### src/rtl/regfile_wb_scheduler_pkg.sv
// Shared widths and the writeback source encoding for the register-file
// writeback scheduler.
package regfile_pkg;

  localparam int ADDR_W   = 2;
  localparam int DATA_W   = 4;
  localparam int NUM_REGS = 1 << ADDR_W;

  typedef enum logic {
    SRC_ALU = 1'b0,
    SRC_MEM = 1'b1
  } wb_src_t;

endpackage

### src/rtl/regfile_wb_scheduler_if.sv
// Bundles the issue port, both writeback request ports, the register-file
// write port and the scoreboard status.
interface regfile_wb_scheduler_if;
  import regfile_pkg::*;

  logic                issue_valid;
  logic [ADDR_W-1:0]   issue_rs1;
  logic [ADDR_W-1:0]   issue_rs2;
  logic [ADDR_W-1:0]   issue_rd;
  logic                issue_stall;

  logic                a_valid;
  logic [ADDR_W-1:0]   a_rd;
  logic [DATA_W-1:0]   a_data;
  logic                a_ready;

  logic                m_valid;
  logic [ADDR_W-1:0]   m_rd;
  logic [DATA_W-1:0]   m_data;
  logic                m_ready;

  logic                reg_write;
  logic [ADDR_W-1:0]   write_reg;
  logic [DATA_W-1:0]   write_data;
  logic [NUM_REGS-1:0] busy;
  logic                wb_err;

  modport slave (
    input  issue_valid, issue_rs1, issue_rs2, issue_rd,
    input  a_valid, a_rd, a_data,
    input  m_valid, m_rd, m_data,
    output issue_stall, a_ready, m_ready,
    output reg_write, write_reg, write_data, busy, wb_err
  );

  modport master (
    output issue_valid, issue_rs1, issue_rs2, issue_rd,
    output a_valid, a_rd, a_data,
    output m_valid, m_rd, m_data,
    input  issue_stall, a_ready, m_ready,
    input  reg_write, write_reg, write_data, busy, wb_err
  );

endinterface

### src/rtl/regfile_wb_scheduler_arb.sv
// Two-request round-robin arbiter. req[0]/gnt[0] is the ALU source,
// req[1]/gnt[1] the load source.
module rr_arbiter2
  import regfile_pkg::*;
(
  input  logic       clk,
  input  logic       rst_n,
  input  logic [1:0] req,
  output logic [1:0] gnt
);

  wb_src_t last_q;

  always_comb begin
    gnt = 2'b00;
    case (req)
      2'b01:   gnt = 2'b01;
      2'b10:   gnt = 2'b10;
      2'b11:   gnt = (last_q == SRC_ALU) ? 2'b10 : 2'b01;
      default: gnt = 2'b00;
    endcase
  end

  // Reset to "load granted last" so the ALU wins the first contention.
  always_ff @(posedge clk) begin
    if (!rst_n) begin
      last_q <= SRC_MEM;
    end else if (gnt[0]) begin
      last_q <= SRC_ALU;
    end else if (gnt[1]) begin
      last_q <= SRC_MEM;
    end
  end

endmodule

### src/rtl/regfile_wb_scheduler.sv
// Shares the register-file write port between ALU and load writeback and
// keeps the busy scoreboard that stalls issue on RAW/WAW hazards.
module regfile_wb_scheduler
  import regfile_pkg::*;
(
  input  logic                    clk,
  input  logic                    rst_n,
  regfile_wb_scheduler_if.slave   bus
);

  logic [1:0]          req;
  logic [1:0]          gnt;
  logic                grant_any;
  logic [ADDR_W-1:0]   sel_rd;
  logic [DATA_W-1:0]   sel_data;
  logic                issue_hit;
  logic                issue_stall;
  logic                issue_accept;

  logic                reg_write_q;
  logic [ADDR_W-1:0]   write_reg_q;
  logic [DATA_W-1:0]   write_data_q;
  logic [NUM_REGS-1:0] busy_q;
  logic [NUM_REGS-1:0] busy_d;
  logic                wb_err_q;

  // Requests are masked during reset so nothing is accepted and then dropped.
  assign req = {bus.m_valid, bus.a_valid} & {2{rst_n}};

  rr_arbiter2 u_arb (
    .clk   (clk),
    .rst_n (rst_n),
    .req   (req),
    .gnt   (gnt)
  );

  assign grant_any = gnt[0] | gnt[1];
  assign sel_rd    = gnt[1] ? bus.m_rd   : bus.a_rd;
  assign sel_data  = gnt[1] ? bus.m_data : bus.a_data;

  assign issue_hit    = busy_q[bus.issue_rs1] | busy_q[bus.issue_rs2] | busy_q[bus.issue_rd];
  assign issue_stall  = bus.issue_valid & issue_hit;
  assign issue_accept = bus.issue_valid & ~issue_hit;

  always_comb begin
    busy_d = busy_q;
    if (reg_write_q) begin
      busy_d[write_reg_q] = 1'b0;
    end
    if (issue_accept) begin
      busy_d[bus.issue_rd] = 1'b1;
    end
  end

  always_ff @(posedge clk) begin
    if (!rst_n) begin
      reg_write_q  <= 1'b0;
      write_reg_q  <= '0;
      write_data_q <= '0;
      busy_q       <= '0;
      wb_err_q     <= 1'b0;
    end else begin
      reg_write_q <= grant_any;
      if (grant_any) begin
        write_reg_q  <= sel_rd;
        write_data_q <= sel_data;
      end
      busy_q <= busy_d;
      // Flagged on the edge that commits a write nobody reserved.
      if (reg_write_q && !busy_q[write_reg_q]) begin
        wb_err_q <= 1'b1;
      end
    end
  end

  assign bus.issue_stall = issue_stall;
  assign bus.a_ready     = gnt[0];
  assign bus.m_ready     = gnt[1];
  assign bus.reg_write   = reg_write_q;
  assign bus.write_reg   = write_reg_q;
  assign bus.write_data  = write_data_q;
  assign bus.busy        = busy_q;
  assign bus.wb_err      = wb_err_q;

endmodule

### src/flat_wrapper.sv
// flat-port wrapper written by rule: the top's interface ports become plain ports
module regfile_wb_scheduler_flat import regfile_pkg::*;
  (clk, rst_n, bus_issue_valid, bus_issue_rs1, bus_issue_rs2, bus_issue_rd, bus_a_valid, bus_a_rd, bus_a_data, bus_m_valid, bus_m_rd, bus_m_data, bus_issue_stall, bus_a_ready, bus_m_ready, bus_reg_write, bus_write_reg, bus_write_data, bus_busy, bus_wb_err);
  regfile_wb_scheduler_if bus_i ();
  input  logic clk;
  input  logic rst_n;
  input wire logic [$bits(bus_i.issue_valid)-1:0] bus_issue_valid;
  input wire logic [$bits(bus_i.issue_rs1)-1:0] bus_issue_rs1;
  input wire logic [$bits(bus_i.issue_rs2)-1:0] bus_issue_rs2;
  input wire logic [$bits(bus_i.issue_rd)-1:0] bus_issue_rd;
  input wire logic [$bits(bus_i.a_valid)-1:0] bus_a_valid;
  input wire logic [$bits(bus_i.a_rd)-1:0] bus_a_rd;
  input wire logic [$bits(bus_i.a_data)-1:0] bus_a_data;
  input wire logic [$bits(bus_i.m_valid)-1:0] bus_m_valid;
  input wire logic [$bits(bus_i.m_rd)-1:0] bus_m_rd;
  input wire logic [$bits(bus_i.m_data)-1:0] bus_m_data;
  output wire logic [$bits(bus_i.issue_stall)-1:0] bus_issue_stall;
  output wire logic [$bits(bus_i.a_ready)-1:0] bus_a_ready;
  output wire logic [$bits(bus_i.m_ready)-1:0] bus_m_ready;
  output wire logic [$bits(bus_i.reg_write)-1:0] bus_reg_write;
  output wire logic [$bits(bus_i.write_reg)-1:0] bus_write_reg;
  output wire logic [$bits(bus_i.write_data)-1:0] bus_write_data;
  output wire logic [$bits(bus_i.busy)-1:0] bus_busy;
  output wire logic [$bits(bus_i.wb_err)-1:0] bus_wb_err;
  assign bus_i.issue_valid = bus_issue_valid;
  assign bus_i.issue_rs1 = bus_issue_rs1;
  assign bus_i.issue_rs2 = bus_issue_rs2;
  assign bus_i.issue_rd = bus_issue_rd;
  assign bus_i.a_valid = bus_a_valid;
  assign bus_i.a_rd = bus_a_rd;
  assign bus_i.a_data = bus_a_data;
  assign bus_i.m_valid = bus_m_valid;
  assign bus_i.m_rd = bus_m_rd;
  assign bus_i.m_data = bus_m_data;
  assign bus_issue_stall = bus_i.issue_stall;
  assign bus_a_ready = bus_i.a_ready;
  assign bus_m_ready = bus_i.m_ready;
  assign bus_reg_write = bus_i.reg_write;
  assign bus_write_reg = bus_i.write_reg;
  assign bus_write_data = bus_i.write_data;
  assign bus_busy = bus_i.busy;
  assign bus_wb_err = bus_i.wb_err;
  regfile_wb_scheduler u_core (.clk(clk), .rst_n(rst_n), .bus(bus_i));
endmodule
### config.mk
export PLATFORM = sky130hd
export DESIGN_NAME = regfile_wb_scheduler_flat
export DESIGN_NICKNAME = d
export VERILOG_FILES = /design/src/rtl/regfile_wb_scheduler_pkg.sv /design/src/rtl/regfile_wb_scheduler_if.sv /design/src/rtl/regfile_wb_scheduler_arb.sv /design/src/rtl/regfile_wb_scheduler.sv /design/src/flat_wrapper.sv
export SDC_FILE = /design/constraint.sdc
export NUM_CORES = 1
export LEC_CHECK = 0
export ABC_AREA = 1
export BUFFER_PORTS_ARGS = -buffer_cell sky130_fd_sc_hd__buf_2
export CORE_UTILIZATION = 38
export CTS_CLUSTER_DIAMETER = 200
export DETAILED_ROUTE_END_ITERATION = 8
export PLACE_DENSITY = 0.72
export SYNTH_ARGS = -nofsm -noshare
export SYNTH_HDL_FRONTEND = slang
export SYNTH_SLANG_ARGS = --single-unit
### constraint.sdc
create_clock -name clk -period 1.06 [get_ports clk]
set_input_delay 0.265 -clock clk [delete_from_list [all_inputs] [get_ports clk]]
set_output_delay 0.265 -clock clk [all_outputs]
set_load 0.005 [all_outputs]
# Yosys cells after proc, flatten, opt, wreduce, memory -nomap -nowiden
# Index checks and enable logic that the tools add are counted.
[word_totals]
input_bits = 23
ff_bits = 13
[op_classes]
eq_ne = 3
magnitude_cmp = 6
n_bitwise = 10
mux = 20
reduce_logical = 5
[op_table]
columns = ["cell", "count"]
rows = [
  ["2-bit by 3-bit < comparator with 1-bit output (second input constant)", 4],
  ["4-bit 2-to-1 mux", 3],
  ["1-bit binary-select mux with 2-bit select", 4],
  ["1-bit 2-to-1 mux", 8],
  ["2-bit case mux with 3 select lines", 1],
  ["4-bit AND", 1],
  ["1-bit demux with 2-bit select", 2],
  ["2-bit == test (second input constant)", 2],
  ["2-bit by 1-bit >= comparator with 1-bit output (second input constant)", 2],
  ["2-bit 2-to-1 mux", 2],
  ["4-bit NOT", 1],
  ["4-bit OR", 1],
  ["1-bit logical AND", 3],
  ["1-bit OR", 3],
  ["1-bit AND", 2],
  ["2-bit AND", 1],
  ["2-bit by 1-bit == test with 1-bit output (second input constant)", 1],
  ["2-bit nonzero test", 1],
  ["1-bit logical NOT", 1],
  ["1-bit NOT", 1],
]

# Longest topological paths before layout
# Gate-level depths: netlist (run 1).
[depth]
word_depth = 9
depth_mapped = 7
ltp_nobuf = 7

# Cells and area by module
# Synthesis (run 1) repeated with hierarchy kept, for this count alone.
[unflattened]
cells_unflattened = 129
hier_area_um2 = 782.0
[by_module_without_submodules]
columns = ["mod", "n_inst", "cells_per_inst", "area_per_inst_um2"]
rows = [
  ["regfile_wb_scheduler", 1, 121, 716.9],
  ["rr_arbiter2", 1, 8, 65.1],
]

# Worst setup path after synthesis (run 1)
# No wires, ideal clock.
[synth_timing]
kind = "register to output"
start = "register u_core.busy_q[3], in the netlist u_core.bus.busy[3]"
end = "output bus_issue_stall"
path_stages_with_launch = 5
arrival_time_ns = 0.883
path_slack_ns = -0.088
cell_sequence = "dfxtp_1 > nand2_1 > a21oi_1 > nor2_2 > a21boi_0"
[synth_between]
elab_chain_cells = 5
word_cells_on_any_way = 9
[synth_lines]
columns = ["item", "line", "rtl"]
rows = [
  ["from (decl)", "regfile_wb_scheduler.sv:23", "logic [NUM_REGS-1:0] busy_q;"],
  ["from (signal assigned)", "regfile_wb_scheduler.sv:68", "busy_q <= busy_d;"],
  ["1-bit binary-select mux with 2-bit select", "regfile_wb_scheduler.sv:41", "assign issue_hit = busy_q[bus.issue_rs1] | busy_q[bus.issue_rs2] | busy_q[bus.issue_rd];"],
  ["1-bit 2-to-1 mux (not written as such)", "regfile_wb_scheduler.sv:41", ""],
  ["1-bit OR", "regfile_wb_scheduler.sv:41", ""],
  ["1-bit OR *", "regfile_wb_scheduler.sv:41", ""],
  ["1-bit AND *", "regfile_wb_scheduler.sv:42", "assign issue_stall = bus.issue_valid & issue_hit;"],
  ["to (decl)", "flat_wrapper.sv:17", "output wire logic [$bits(bus_i.issue_stall)-1:0] bus_issue_stall;"],
]
# Every way passes the cells marked *; elsewhere a longest branch is shown, timed or not. The select of a mux whose other input is x is not followed.

# Final worst setup path (run 1)
[layout_timing]
start = "register u_core.busy_q[2], in the netlist u_core.bus.busy[2]"
end = "output bus_issue_stall"
# The elaborated chain is that of the path after synthesis.

==> impl_metrics.env, run 1 <==
export IMPL_status="finished with violations"
export IMPL_failed_checks="setup timing"
export IMPL_skew_ns=0.0118
export IMPL_pwr_share_clk=0.241
export IMPL_drt_total_wl_mm=2.20
export IMPL_dr_total_vias=933
export IMPL_synth_area_um2=741
export IMPL_ys_types=20
export IMPL_yosysSeqAreaShare=0.351
export IMPL_nets=195
export IMPL_post_route_period_util=1.36
export IMPL_syn2layout_area_growth_pct=68.1
export IMPL_crit_chain="inv_2, nand2_1, nand3_1, nand2_2, nor2_4, a21boi_2, buf_2"
export IMPL_cp_required_ns=0.79
export IMPL_synth_seq_cells=13
export IMPL_synth_area_per_cell_um2=6.44
export IMPL_max_stage_delay_ns=0.36
export IMPL_cts_sinks=13
export IMPL_synth_flop_cell="dfxtp_1"
export IMPL_ant_nets=0
export IMPL_synth_top_area_share=0.351
export IMPL_final_max_slew_viol_count=0
export IMPL_worstSetupEndpointType="primary output"
export IMPL_slew_headroom=0.676
export IMPL_boundaryPins=38
export IMPL_rows=15
export IMPL_clockBufferDepth=2
export IMPL_worst_slack_ns=-0.377
export IMPL_crit_arrival_ns=1.17
export IMPL_hold_start="bus_issue_valid"
export IMPL_grt_pass1_vias=791
export IMPL_fp_dieH_um=46.2
export IMPL_synth_edff_count=0
export IMPL_timing_rr_end="u_core.bus.busy[2]$_SDFF_PN0_"
export IMPL_ys_async_sr_fraction=0
export IMPL_drt_first_pass_iters=4
export IMPL_synth_largest_area_cell="dfxtp_1"
export IMPL_cts_hold_fix_buffers=0
export IMPL_multiInputGateArea_um2=474
export IMPL_die_x_um=46.2
export IMPL_switching_share=0.299
export IMPL_path_class="reg -> out"
export IMPL_synth_common_cells="nand2_1 (33), inv_1 (20), nand3_1 (14), dfxtp_1 (13), o211ai_1 (7)"
export IMPL_timing_rr_start="u_core.bus.busy[2]$_SDFF_PN0_"
export IMPL_hp_class="in -> reg"
export IMPL_wl_per_cell_um=11.2
export IMPL_tightest_slew_ns=0.486
export IMPL_fin_crit_ns=1.44
export IMPL_seq_power_share=0.450
export IMPL_intPower_mw=0.866
export IMPL_ys_warn_count=0
export IMPL_cts_buffers=3
export IMPL_power_leakage_nw=0.679
export IMPL_reg2reg_depth=10
export IMPL_first_iter_violations=8
export IMPL_reg2reg_slack_ns=-0.28
export IMPL_coreArea_um2=1780
export IMPL_antenna_found_initial=0
export IMPL_cp_start_kind="flip-flop"
export IMPL_grt_max_degree=15
export IMPL_power_net_switching_mw=0.369
export IMPL_seqCellArea_um2=278
export IMPL_design_die_area_um2=2130
export IMPL_start_util=0.415
export IMPL_drv_cap=0
export IMPL_pre_cts_slack_ns=-0.184
export IMPL_whs_endpoint="u_core.bus.busy[1]$_SDFF_PN0_"
export IMPL_crit_fanout=4
export IMPL_cts_clk_slew_worst_paths_ns=0.08
export IMPL_whs_path_depth=3
export IMPL_clkLatencyLatePin_ns=0.27
export IMPL_finalSetupTns_ns=-1.96
export IMPL_grt_ovfl_total=0
export IMPL_drc=0
export IMPL_synthCells=115
export IMPL_synth_nets=138
export IMPL_track_usage=0.198
export IMPL_setup_viol=15
export IMPL_cp_slowest_cell="dfxtp_4"
export IMPL_tritoncts="done"
export IMPL_combPwrFrac=0.309
export IMPL_ys_top_cells_by_area="dfxtp_1 (35%), nand2_1 (17%), inv_1 (10%), nand3_1 (9.5%), o211ai_1 (7.1%)"
export IMPL_ir_drop_mv=0.978
export IMPL_grt_pass1_wl_mm=3.05
export IMPL_gp_congestion=0.752
export IMPL_drive_above_1_share=0.561
export IMPL_htreeDepth=1
export IMPL_power_density_nw_per_um2=992
export IMPL_rsz0062_at_grt="true"
export IMPL_num_antenna_cells=0
export IMPL_max_clock_freq_mhz=696
export IMPL_yosysMostFrequentCell="nand2_1"
export IMPL_routed_via_density=4.76
export IMPL_root_buffer="clkbuf_4"
export IMPL_dp_hpwl_mm=1.49
export IMPL_n_fill_cell=160
export IMPL_hold_violations=0
export IMPL_port_buffer_count=37
## logic make-up after synthesis
logic type             count (synthesis)  share of synthesized area
buffers and inverters                 24                      0.128
AND/OR/NAND/NOR                       62                      0.382
AO/OA/AOI/OAI                         16                      0.139
flip-flops                            13                      0.351
## per-stage QoR
step	power, mW	instances	hold WS, ns	area [um^2]	utilization
3_3_place_gp	0.845	186	0.478	1030	0.579
4_1_cts	1.19	193	0.300	1110	0.625
6_report	1.23	196	0.301	1240	0.698
3_5_place_dp	0.853	186	0.470	1030	0.579
2_1_floorplan	0.707	115	0.421	746	-
5_1_grt	1.31	196	0.296	1240	0.698
## worst max path at each step
| stage | from | endpoint | slack (ns) | depth (start not counted) |
|---|---|---|---|---|
| after floorplan | u_core.bus.busy[3]$_SDFF_PN0_ | bus_issue_stall | 0.004 | 4 |
| after global placement | bus_issue_rd[0] | bus_issue_stall | -0.15 | 7 |
| after detailed placement | bus_issue_rd[0] | bus_issue_stall | -0.18 | 7 |
| after CTS | u_core.bus.busy[3]$_SDFF_PN0_ | bus_issue_stall | -0.39 | 7 |
| after global routing | u_core.bus.busy[2]$_SDFF_PN0_ | bus_issue_stall | -0.45 | 7 |
| final | u_core.bus.busy[2]$_SDFF_PN0_ | bus_issue_stall | -0.38 | 7 |
## final cells by class
cell class | count | area share
clock buffers | 4 | 0.0211
inverters | 22 | 0.0683
multi-input cells | 78 | 0.381
flip-flops and latches | 13 | 0.223
well taps | 25 | 0.0251
repair buffers | 54 | 0.281
## timing repair
action                                  CTS  global route
endpoints found under the setup margin   11            17
buffers inserted                          4             3
pin swaps                                 5            17
resized for setup                        14            30
endpoints found under the hold margin     0             0
## critical path, delay by kind of cell, from the launching register on
family	cells	cell delay (ns)
buffers and inverters	2	0.17
flip-flops	1	0.36
AO/OA/AOI/OAI	1	0.06
AND/OR/NAND/NOR	4	0.31
## power by group through the flow
stage               Sequential, mW  Combinational, mW  Clock [mW]
finish                       0.555              0.382       0.298
global route                 0.561              0.420       0.332
CTS                          0.556              0.323       0.309
detailed placement           0.564              0.289           0
global placement             0.563              0.282           0
floorplan                    0.566              0.142           0
## cell usage in the layout, fill, tap and decap left out, drive strengths merged
master,n
nor4,1
o22ai,1
nand4,4
nand3,15
nand2,33
clkbuf,4
buf,54
a21boi,1
o21ai,1
a31oi,1
nand3b,1
a21oi,5
inv,22
dfxtp,13
o211ai,7
nor2,8
## per-layer routing
layer | vias to the layer above | GRT usage | routed length, um | part of all wire
li1 | 488 | - | - | -
met1 | 412 | 0.216 | 840 | 0.38
met2 | 29 | 0.355 | 1250 | 0.57
met3 | 4 | 0.0353 | 86 | 0.039
met4 | 0 | 0.112 | 25 | 0.011
met5 | - | 0 | 0 | 0
No activity file was read; power rests on OpenSTA's default activity.
==> inputs of run 2 (changes only) <==
Settings changed: CORE_UTILIZATION 38 to 35, PLACE_DENSITY 0.72 to 0.67.
==> run 2 against run 1 <==
  * The flow still finishes with violations (setup timing)
  * Largest cell class unchanged
  * Combinational power decreased by 4%
  * Clock power increased by 2%
  * Utilization decreased by 7.2 points
==> impl_metrics.env, run 2 (same netlist as run 1, synthesis figures left out) <==
export IMPL_fin_crit_ns=1.44
export IMPL_wl_met2_mm=1.05
export IMPL_power_net_switching_mw=0.357
export IMPL_tightest_slew_ns=0.370
export IMPL_cts_sinks=13
export IMPL_max_stage_delay_ns=0.37
export IMPL_root_buffer="clkbuf_4"
export IMPL_grt_pass1_wl_mm=2.97
export IMPL_setup_viol=11
export IMPL_drive_above_1_share=0.511
export IMPL_path_class="reg -> out"
export IMPL_crit_arrival_ns=1.18
export IMPL_utilization=0.626
export IMPL_power_leakage_nw=0.675
export IMPL_gp_congestion=0.722
export IMPL_grt_pass1_vias=766
export IMPL_cts_hold_fix_buffers=0
export IMPL_ir_drop_mv=0.536
export IMPL_crit_buf_inv=2
export IMPL_crit_chain="inv_2, nand2_1, nand3_2, nand2_2, nor2_4, a21boi_1, buf_2"
export IMPL_pwr_share_clk=0.249
export IMPL_cp_slowest_cell="dfxtp_4"
export IMPL_wl_per_cell_um=10.1
export IMPL_hp_class="in -> reg"
export IMPL_dp_hpwl_mm=1.52
export IMPL_rows=16
export IMPL_drt_first_pass_iters=4
export IMPL_n_fill_cell=190
export IMPL_max_clock_freq_mhz=693
export IMPL_rsz0062_at_grt="true"
export IMPL_highest_layer="met3"
export IMPL_fp_dieH_um=48.0
export IMPL_cts_buffers=3
export IMPL_grt_max_degree=15
export IMPL_boundaryPins=38
export IMPL_seq_power_share=0.453
export IMPL_final_max_slew_viol_count=0
export IMPL_layout_common_cells="buf_2 (32), nand2_1 (26), inv_1 (16)"
export IMPL_skew_ns=0.00602
export IMPL_wl_met1_um=905
export IMPL_failed_checks="setup timing"
export IMPL_tritoncts="done"
export IMPL_num_antenna_cells=0
export IMPL_wl_met3_um=77
export IMPL_slew_headroom=0.753
export IMPL_port_buffer_count=37
export IMPL_crit_fanout=3
export IMPL_first_iter_violations=13
export IMPL_nets=198
export IMPL_post_route_period_util=1.36
export IMPL_clkLatencyLatePin_ns=0.27
export IMPL_intPower_mw=0.865
export IMPL_switching_share=0.292
export IMPL_coreArea_um2=1980
export IMPL_dr_total_vias=935
export IMPL_drc=0
export IMPL_final_common_cell="buf_2"
export IMPL_cp_start_kind="flip-flop"
export IMPL_path_delay_family="flip-flops"
export IMPL_antenna_found_initial=0
export IMPL_cts_clk_slew_worst_paths_ns=0.08
export IMPL_worst_slack_ns=-0.383
export IMPL_multiInputGateArea_um2=425
export IMPL_drv_cap=0
export IMPL_power_density_nw_per_um2=985
export IMPL_status="finished with violations"
export IMPL_fin_cells=201
export IMPL_design_die_area_um2=2300
export IMPL_ant_nets=0
export IMPL_htreeDepth=1
export IMPL_combPwrFrac=0.298
export IMPL_track_usage=0.186
export IMPL_seqCellArea_um2=280
export IMPL_die_x_um=48.0
export IMPL_worstSetupEndpointType="primary output"
export IMPL_drt_total_wl_mm=2.03
export IMPL_place_inst=189
export IMPL_grt_ovfl_total=0
export IMPL_syn2layout_area_growth_pct=67.6
export IMPL_cp_required_ns=0.79
export IMPL_start_util=0.374
export IMPL_hold_violations=0
export IMPL_clockBufferDepth=2
export IMPL_routed_via_density=4.65
## run 2: cell types whose count changed in the layout (fill, tap and decap cells not counted), moves of 2 or more
cell / before / now
nand3_1: 6 / 11
nand2_1: 23 / 26
nand2_4: 2 / 0
nand3_2: 9 / 4
buf_6: 8 / 12
buf_2: 34 / 32
## run 2: worst paths after layout
check | from | to | slack, ns | cells past startpoint
max reg2reg | u_core.bus.busy[3]$_SDFF_PN0_ | u_core.bus.busy[1]$_SDFF_PN0_ | -0.23 | 10
min | bus_issue_valid | u_core.bus.busy[3]$_SDFF_PN0_ | 0.30 | 3
max | u_core.bus.busy[3]$_SDFF_PN0_ | bus_issue_stall | -0.38 | 7
min reg2reg | u_core.bus.wb_err$_SDFFE_PN0P_ | u_core.bus.wb_err$_SDFFE_PN0P_ | 0.49 | 2
## run 2: area by class of cell
class | count | share of cell area
timing repair buffer | 57 | 0.317
tap | 27 | 0.0272
clock buffer | 4 | 0.0212
multi-input combinational | 78 | 0.343
inverter | 22 | 0.0665
sequential | 13 | 0.226
## run 2: through the flow
step | hold slack, ns | setup slack [ns] | TNS (ns) | instance area (um^2) | total power, mW
5_1_grt | 0.295 | -0.500 | -2.46 | 1240 | 1.31
3_5_place_dp | 0.467 | -0.197 | -1.51 | 1040 | 0.855
4_1_cts | 0.284 | -0.381 | -1.36 | 1170 | 1.21
3_3_place_gp | 0.461 | -0.143 | -1.21 | 1040 | 0.846
6_report | 0.299 | -0.383 | -1.67 | 1240 | 1.22
2_1_floorplan | 0.421 | 0.00446 | 0 | 746 | 0.707
## run 2: repair_timing
action,4_1_cts,5_1_grt
gates resized for setup,21,17
buffers inserted,6,4
gates cloned,0,0
pin swaps,4,6
setup endpoints to repair,12,21
## run 2: per-layer routing
metal | vias to the layer above | track usage
li1 | 495 | -
met1 | 411 | 0.202
met2 | 29 | 0.338
met3 | 0 | 0.0679
met4 | 0 | 0.0500
met5 | - | 0
## run 2: worst register-to-register path, cell delays in order, from the launching register on
cell     delay, ns
dfxtp_4       0.37
inv_2         0.06
nand2_1       0.06
nand3_2       0.08
nand2_2       0.07
nor2_4        0.08
buf_4         0.11
buf_4         0.09
buf_6         0.09
nand4_1       0.08
a21oi_1       0.15
## run 2: power by group through the flow
stage               clock (mW)  sequential, mW  combinational (mW)
global placement             0           0.563               0.283
CTS                      0.316           0.556               0.334
global route             0.343           0.559               0.406
detailed placement           0           0.563               0.291
finish                   0.304           0.554               0.365
floorplan                    0           0.566               0.142
